File: src/rtl/bin_a_bcd_pkg.sv
// Shared types and constants for the binary-to-BCD converter.
// Holds the FSM state type, the add-3 correction constants and the digit-count helper.
package bcd_pkg;

  typedef enum logic [0:0] {
    IDLE = 1'b0,
    CONV = 1'b1
  } estado_conv_t;

  localparam logic [3:0] BCD_UMBRAL = 4'd5;
  localparam logic [3:0] BCD_AJUSTE = 4'd3;

  // Decimal digits needed to show the largest W-bit unsigned value (2^W - 1).
  function automatic int bcd_digitos(input int w);
    longint unsigned v;
    int              d;
    v = (64'd1 << w) - 64'd1;
    d = 1;
    while (v >= 64'd10) begin
      v = v / 64'd10;
      d = d + 1;
    end
    return d;
  endfunction

endpackage

File: src/rtl/bin_a_bcd_if.sv
// Start/busy/done handshake bundle between a controller and the converter.
interface bin_a_bcd_if #(
  parameter int W_BIN = 8,
  parameter int N_DIG = 3
);

  logic                   start;
  logic [W_BIN-1:0]       bin_in;
  logic [4*N_DIG-1:0]     bcd_out;
  logic                   busy;
  logic                   done;

  modport master (
    output start,
    output bin_in,
    input  bcd_out,
    input  busy,
    input  done
  );

  modport slave (
    input  start,
    input  bin_in,
    output bcd_out,
    output busy,
    output done
  );

endinterface

File: src/rtl/bin_a_bcd_ajuste.sv
// Per-digit double-dabble correction: a digit of 5 or more gets +3 so the
// following left shift carries correctly into the next decimal digit.
module ajuste_bcd
  import bcd_pkg::*;
(
  input  logic [3:0] i_dig,
  output logic [3:0] o_dig
);

  assign o_dig = (i_dig >= BCD_UMBRAL) ? (i_dig + BCD_AJUSTE) : i_dig;

endmodule

File: src/rtl/bin_a_bcd.sv
// Sequential binary-to-BCD converter, one input bit per clock (shift-and-add-3).
// A conversion takes W_BIN cycles; bcd_out is only written on completion.
module bin_a_bcd
  import bcd_pkg::*;
#(
  parameter int W_BIN = 8,
  parameter int N_DIG = 3
) (
  input  logic        clk,
  input  logic        rst,
  bin_a_bcd_if.slave  bus
);

  localparam int CNT_W = $clog2(W_BIN + 1);
  localparam int BCD_W = 4 * N_DIG;
  localparam int SH_W  = BCD_W + W_BIN;

  generate
    if (W_BIN < 1) begin : g_chk_w
      $error("bin_a_bcd: W_BIN must be at least 1");
    end
    if (N_DIG < bcd_digitos(W_BIN)) begin : g_chk_dig
      $error("bin_a_bcd: N_DIG too small to hold 2^W_BIN - 1");
    end
  endgenerate

  estado_conv_t       r_state;
  estado_conv_t       w_state_next;
  logic [BCD_W-1:0]   r_bcd_acc;
  logic [BCD_W-1:0]   w_bcd_acc_next;
  logic [W_BIN-1:0]   r_bin_sh;
  logic [W_BIN-1:0]   w_bin_sh_next;
  logic [CNT_W-1:0]   r_cnt;
  logic [CNT_W-1:0]   w_cnt_next;
  logic [BCD_W-1:0]   r_bcd_out;
  logic [BCD_W-1:0]   w_bcd_out_next;
  logic               r_done;
  logic               w_done_next;

  logic [BCD_W-1:0]   w_adj;
  logic [SH_W-1:0]    w_cat;
  logic [SH_W-1:0]    w_sh;

  genvar gi;
  generate
    for (gi = 0; gi < N_DIG; gi++) begin : g_dig
      ajuste_bcd u_ajuste (
        .i_dig (r_bcd_acc[4*gi +: 4]),
        .o_dig (w_adj[4*gi +: 4])
      );
    end
  endgenerate

  // Correction first, then one shift of the whole {bcd, bin} register.
  assign w_cat = {w_adj, r_bin_sh};
  assign w_sh  = w_cat << 1;

  always_ff @(posedge clk) begin
    if (rst) begin
      r_state   <= IDLE;
      r_bcd_acc <= '0;
      r_bin_sh  <= '0;
      r_cnt     <= '0;
      r_bcd_out <= '0;
      r_done    <= 1'b0;
    end else begin
      r_state   <= w_state_next;
      r_bcd_acc <= w_bcd_acc_next;
      r_bin_sh  <= w_bin_sh_next;
      r_cnt     <= w_cnt_next;
      r_bcd_out <= w_bcd_out_next;
      r_done    <= w_done_next;
    end
  end

  always_comb begin
    w_state_next   = r_state;
    w_bcd_acc_next = r_bcd_acc;
    w_bin_sh_next  = r_bin_sh;
    w_cnt_next     = r_cnt;
    w_bcd_out_next = r_bcd_out;
    w_done_next    = 1'b0;
    case (r_state)
      IDLE: begin
        if (bus.start) begin
          w_bcd_acc_next = '0;
          w_bin_sh_next  = bus.bin_in;
          w_cnt_next     = CNT_W'(W_BIN);
          w_state_next   = CONV;
        end
      end
      CONV: begin
        w_bcd_acc_next = w_sh[SH_W-1:W_BIN];
        w_bin_sh_next  = w_sh[W_BIN-1:0];
        w_cnt_next     = r_cnt - CNT_W'(1);
        // Last bit: publish the corrected-and-shifted digits on this same edge.
        if (r_cnt == CNT_W'(1)) begin
          w_bcd_out_next = w_sh[SH_W-1:W_BIN];
          w_done_next    = 1'b1;
          w_state_next   = IDLE;
        end
      end
      default: begin
        w_state_next = IDLE;
      end
    endcase
  end

  assign bus.bcd_out = r_bcd_out;
  assign bus.busy    = (r_state == CONV);
  assign bus.done    = r_done;

endmodule

File: src/flat_wrapper.sv
// flat-port wrapper written by rule: the top's interface ports become plain ports
module bin_a_bcd_flat import bcd_pkg::*;
#(
  parameter int W_BIN = 8,
  parameter int N_DIG = 3
)
  (clk, rst, bus_start, bus_bin_in, bus_bcd_out, bus_busy, bus_done);
  bin_a_bcd_if #(.W_BIN(W_BIN), .N_DIG(N_DIG)) bus_i ();
  input  logic clk;
  input  logic rst;
  input wire logic [$bits(bus_i.start)-1:0] bus_start;
  input wire logic [$bits(bus_i.bin_in)-1:0] bus_bin_in;
  output wire logic [$bits(bus_i.bcd_out)-1:0] bus_bcd_out;
  output wire logic [$bits(bus_i.busy)-1:0] bus_busy;
  output wire logic [$bits(bus_i.done)-1:0] bus_done;
  assign bus_i.start = bus_start;
  assign bus_i.bin_in = bus_bin_in;
  assign bus_bcd_out = bus_i.bcd_out;
  assign bus_busy = bus_i.busy;
  assign bus_done = bus_i.done;
  bin_a_bcd #(.W_BIN(W_BIN), .N_DIG(N_DIG)) u_core (.clk(clk), .rst(rst), .bus(bus_i));
endmodule
File: config.mk
export PLATFORM = sky130hd
export DESIGN_NAME = bin_a_bcd_flat
export DESIGN_NICKNAME = d
export VERILOG_FILES = /design/src/rtl/bin_a_bcd_pkg.sv /design/src/rtl/bin_a_bcd_if.sv /design/src/rtl/bin_a_bcd_ajuste.sv /design/src/rtl/bin_a_bcd.sv /design/src/flat_wrapper.sv
export SDC_FILE = /design/constraint.sdc
export NUM_CORES = 1
export LEC_CHECK = 0
export ABC_AREA = 0
export CORE_MARGIN = 4
export CORE_UTILIZATION = 41
export DETAILED_ROUTE_END_ITERATION = 12
export HOLD_SLACK_MARGIN = 0.12
export PLACE_DENSITY = 0.71
export SKIP_CTS_REPAIR_TIMING = 1
export SYNTH_ARGS = -nofsm -noshare
export SYNTH_HDL_FRONTEND = slang
export SYNTH_SLANG_ARGS = --single-unit
File: constraint.sdc
create_clock -name clk -period 3.3 [get_ports clk]
set_input_delay 0.99 -clock clk [delete_from_list [all_inputs] [get_ports clk]]
set_output_delay 0.99 -clock clk [all_outputs]
set_load 0.02 [all_outputs]
==> metrics.md <==
| Metric | Value |
|---|---|
| Reg-to-reg critical path startpoint | `u_core.bus.busy` |
| Num rows | `23` |
| Syn Area/Cell | `9.83 µm²` |
| Hold wc startpoint | `u_core.bus.bcd_out[9]` |
| Global-route wire length before repair | `5800 µm` |
| Syn nets | `201` |
| Area growth syn-to-layout | `21.0%` |
| Clock slew at reported path FFs | `0.07 ns` |
| Total number of vias | `1,333` |
| Die height | `74.1 µm` |
| Hold crit path type | `flip-flop to flip-flop` |
| Clk sinks | `38` |
| Req. time, crit path | `3.51 ns` |
| Setup CP Type | `input pin to flip-flop` |
| Combinational share of power | `0.098` |
| Final setup skew | `0.00386 ns` |
| Layout cells sized above 1 | `0.144` |
| Max FO, Critical Path | `13` |
| Drt wl/cell | `12.3 µm` |
| Crit-path cells | `clkdlybuf4s50_1, nor2_1, nand3b_1, o21ai_1` |
| Crit path DAT | `2.56 ns` |
| TritonCTS clock tree | `done` |
| Max-Cap Viols | `0` |
| Clk root buf | `clkbuf_8` |
| WHS Path Cells | `1` |
| CORE AREA | `0.00412 mm²` |
| Slew Limit Fails | `0` |
| Clk pwr share | `0.360` |
| VDD IR-drop max | `0.233 mV` |
| Fin nets | `227` |
| Hold Path End | `u_core.bus.bcd_out[9]` |
| IO buf count | `24` |
| Final hold violation count | `0` |
| Yosys warns | `0` |
| Seq pwr share | `0.542` |
| Design Area, Final | `0.00216 mm²` |
| Mapped Cells | `182` |
| Antenna violations before repair | `0` |
| Worst-Margin Slew | `0.648 ns` |
| Static leakage power | `0.000790 µW` |
| Total Wirelength | `3190 µm` |
| Switching Share | `0.230` |
| Status | `complete, no violations` |
| CTS H-tree lvls | `2` |
| Switching pwr | `203 µW` |
| Total track usage | `0.136` |
| Final critical-path required period | `2.35 ns` |
| Worst Setup Start Kind | `input pin` |
| Die span in x | `74.1 µm` |
| #FFs+latches synth | `38` |
| Drt pass-1 iters | `5` |
| Register area share after synthesis | `0.425` |
| Synth cell types | `29` |
| Crit end category | `flip-flop` |
| Post-route DRC | `0` |
| Diode count | `0` |
| Setup_tns | `0 ns` |
| Setup WS pre-CTS | `0.637 ns` |
| Setup violations, final | `0` |
| Drt initial violations | `96` |
| Io pins | `25` |
| Slowest stage delay, CP | `0.74 ns` |
| Fmax | `0.426 GHz` |
| Fin worst setup slack | `0.951 ns` |
| R2R cell count | `6` |
| Routability congestion estimate | `0.709` |
| Die area | `0.00548 mm²` |
| Inserted Clock Buffers | `5` |
| Mapped Area | `0.00179 mm²` |
| Slack of the worst reg-to-reg path | `1.76 ns` |
| Largest net degree at the start of global routing | `42` |
| Cell Int Power | `679 µW` |
| CP max-delay cell | `clkdlybuf4s50_1` |
| Starting Density | `0.435` |
| Grt total ovfl | `0` |
| CTS max path bufs | `2` |
| RSZ-0062 raised after global routing | `false` |
| Worst relative slew slack | `0.567` |
| Post-DR vias/cell | `5.15` |
| Critical R2R Capture | `u_core.bus.bcd_out[5]` |
| Placed cell area | `0.00207 mm²` |
| Vias in the first global route | `1,256` |
| Worst-Skew Late Latency | `0.28 ns` |
| Period utilization | `0.712` |
| Dpl hpwl | `2250 µm` |
| Pwr/cell area | `408 mW/mm²` |
| Routed Antenna Nets | `0` |
## sequential cells by signal, summed over array words and instances, names as in the netlist
name                cells
u_core.bus.bcd_out     12
u_core.bus.busy         1
u_core.bus.done         1
u_core.r_bcd_acc       12
u_core.r_bin_sh         8
u_core.r_cnt            4
## cell usage in the layout (no fill, tap or decap), types with 2 or more instances in the layout
| master | n |
|---|---|
| inv_1 | 9 |
| dfxtp_1 | 38 |
| o21ai_2 | 2 |
| a21oi_1 | 17 |
| a21o_1 | 2 |
| mux2_4 | 2 |
| nand3_1 | 3 |
| buf_4 | 4 |
| mux2i_1 | 9 |
| mux2_2 | 2 |
| nand2b_1 | 6 |
| xnor2_1 | 3 |
| nand3b_1 | 9 |
| o2bb2ai_2 | 11 |
| clkbuf_8 | 6 |
| o21ai_1 | 7 |
| ha_1 | 8 |
| nor3b_1 | 8 |
| nor3_1 | 4 |
| clkdlybuf4s50_1 | 24 |
| nor2_1 | 21 |
| o21ai_0 | 5 |
## power by group through the flow
stage / Sequential (µW) / Clock [µW] / Combinational (µW)
finish: 479 / 318 / 86.1
global placement: 489 / 0 / 85.6
floorplan: 490 / 0 / 58.8
global route: 480 / 351 / 99.1
detailed placement: 489 / 0 / 86.9
CTS: 478 / 331 / 87.4
## final cells by class
class                      instances  area, µm²
tap                               50       62.6
sequential                        38        761
fill                             384       1950
clock buffer                       7       86.3
clock inverter                     1       5.00
inverter                           9       33.8
multi-input combinational        126        946
timing repair buffer              28        270
## worst max path at each step
stage	from	cells after the start	endpoint	slack, ns
final	bus_start	4	u_core.r_bcd_acc[4]	0.95
after global routing	bus_start	4	u_core.r_bcd_acc[2]	0.82
after CTS	bus_start	4	u_core.r_bcd_acc[4]	0.92
after detailed placement	bus_start	4	u_core.r_bcd_acc[6]	0.64
after global placement	bus_start	4	u_core.r_bcd_acc[2]	0.70
after floorplan	bus_start	5	u_core.r_bin_sh[1]	1.58
## logic make-up (layout without fill, tap and decap cells)
kind of cell,count (synthesis),in the layout,synth area share
and+or+nand+nor,54,54,0.167
AOI/OAI and AO/OA,48,48,0.211
DFF,38,38,0.425
buffers and inverters,18,45,0.0462
muxes,13,13,0.0797
adders and majority gates,8,8,0.0559
xor gates and xnor gates,3,3,0.0147
## Yosys cell counts (all sizes together)
| library cell | count | share of area |
|---|---|---|
| a21o | 2 | 0.0084 |
| a21oi | 18 | 0.052 |
| a22o | 1 | 0.0049 |
| a311oi | 1 | 0.0049 |
| buf | 7 | 0.023 |
| clkbuf | 2 | 0.0042 |
| dfxtp | 38 | 0.43 |
| ha | 8 | 0.056 |
| inv | 9 | 0.019 |
| mux2 | 4 | 0.029 |
| mux2i | 9 | 0.050 |
| nand2 | 1 | 0.0021 |
| nand2b | 6 | 0.021 |
| nand3 | 3 | 0.0084 |
| nand3b | 9 | 0.038 |
| nor2 | 21 | 0.044 |
| nor2b | 1 | 0.0035 |
| nor3 | 5 | 0.017 |
| nor3b | 8 | 0.034 |
| o21ai | 14 | 0.043 |
| o2bb2ai | 11 | 0.092 |
| o31a | 1 | 0.0049 |
| xnor2 | 3 | 0.015 |
## per-stage QoR
| stage | util | total power (µW) | hold slack, ns | std cells |
|---|---|---|---|---|
| 3_5_place_dp | 0.504 | 576 | 0.457 | 251 |
| 3_3_place_gp | 0.504 | 575 | 0.458 | 251 |
| 4_1_cts | 0.526 | 897 | 0.476 | 259 |
| 5_1_grt | 0.526 | 930 | 0.485 | 259 |
| 2_1_floorplan | - | 548 | 0.454 | 182 |
| 6_report | 0.526 | 883 | 0.473 | 259 |
## critical path: cells and delay by family
family / cells / cell delay [ns]
AOI/OAI and AO/OA: 1 / 0.11
buffers and inverters: 1 / 0.74
and+or+nand+nor: 2 / 0.72
## routing by layer
metal  track usage  wire (µm)  up-vias
met5             0          0        -
li1              -          -      694
met3        0.0392         97        4
met2         0.206       1450       18
met4        0.0543         57        0
met1         0.182       1590      617
(Power assumes the default switching activity.)
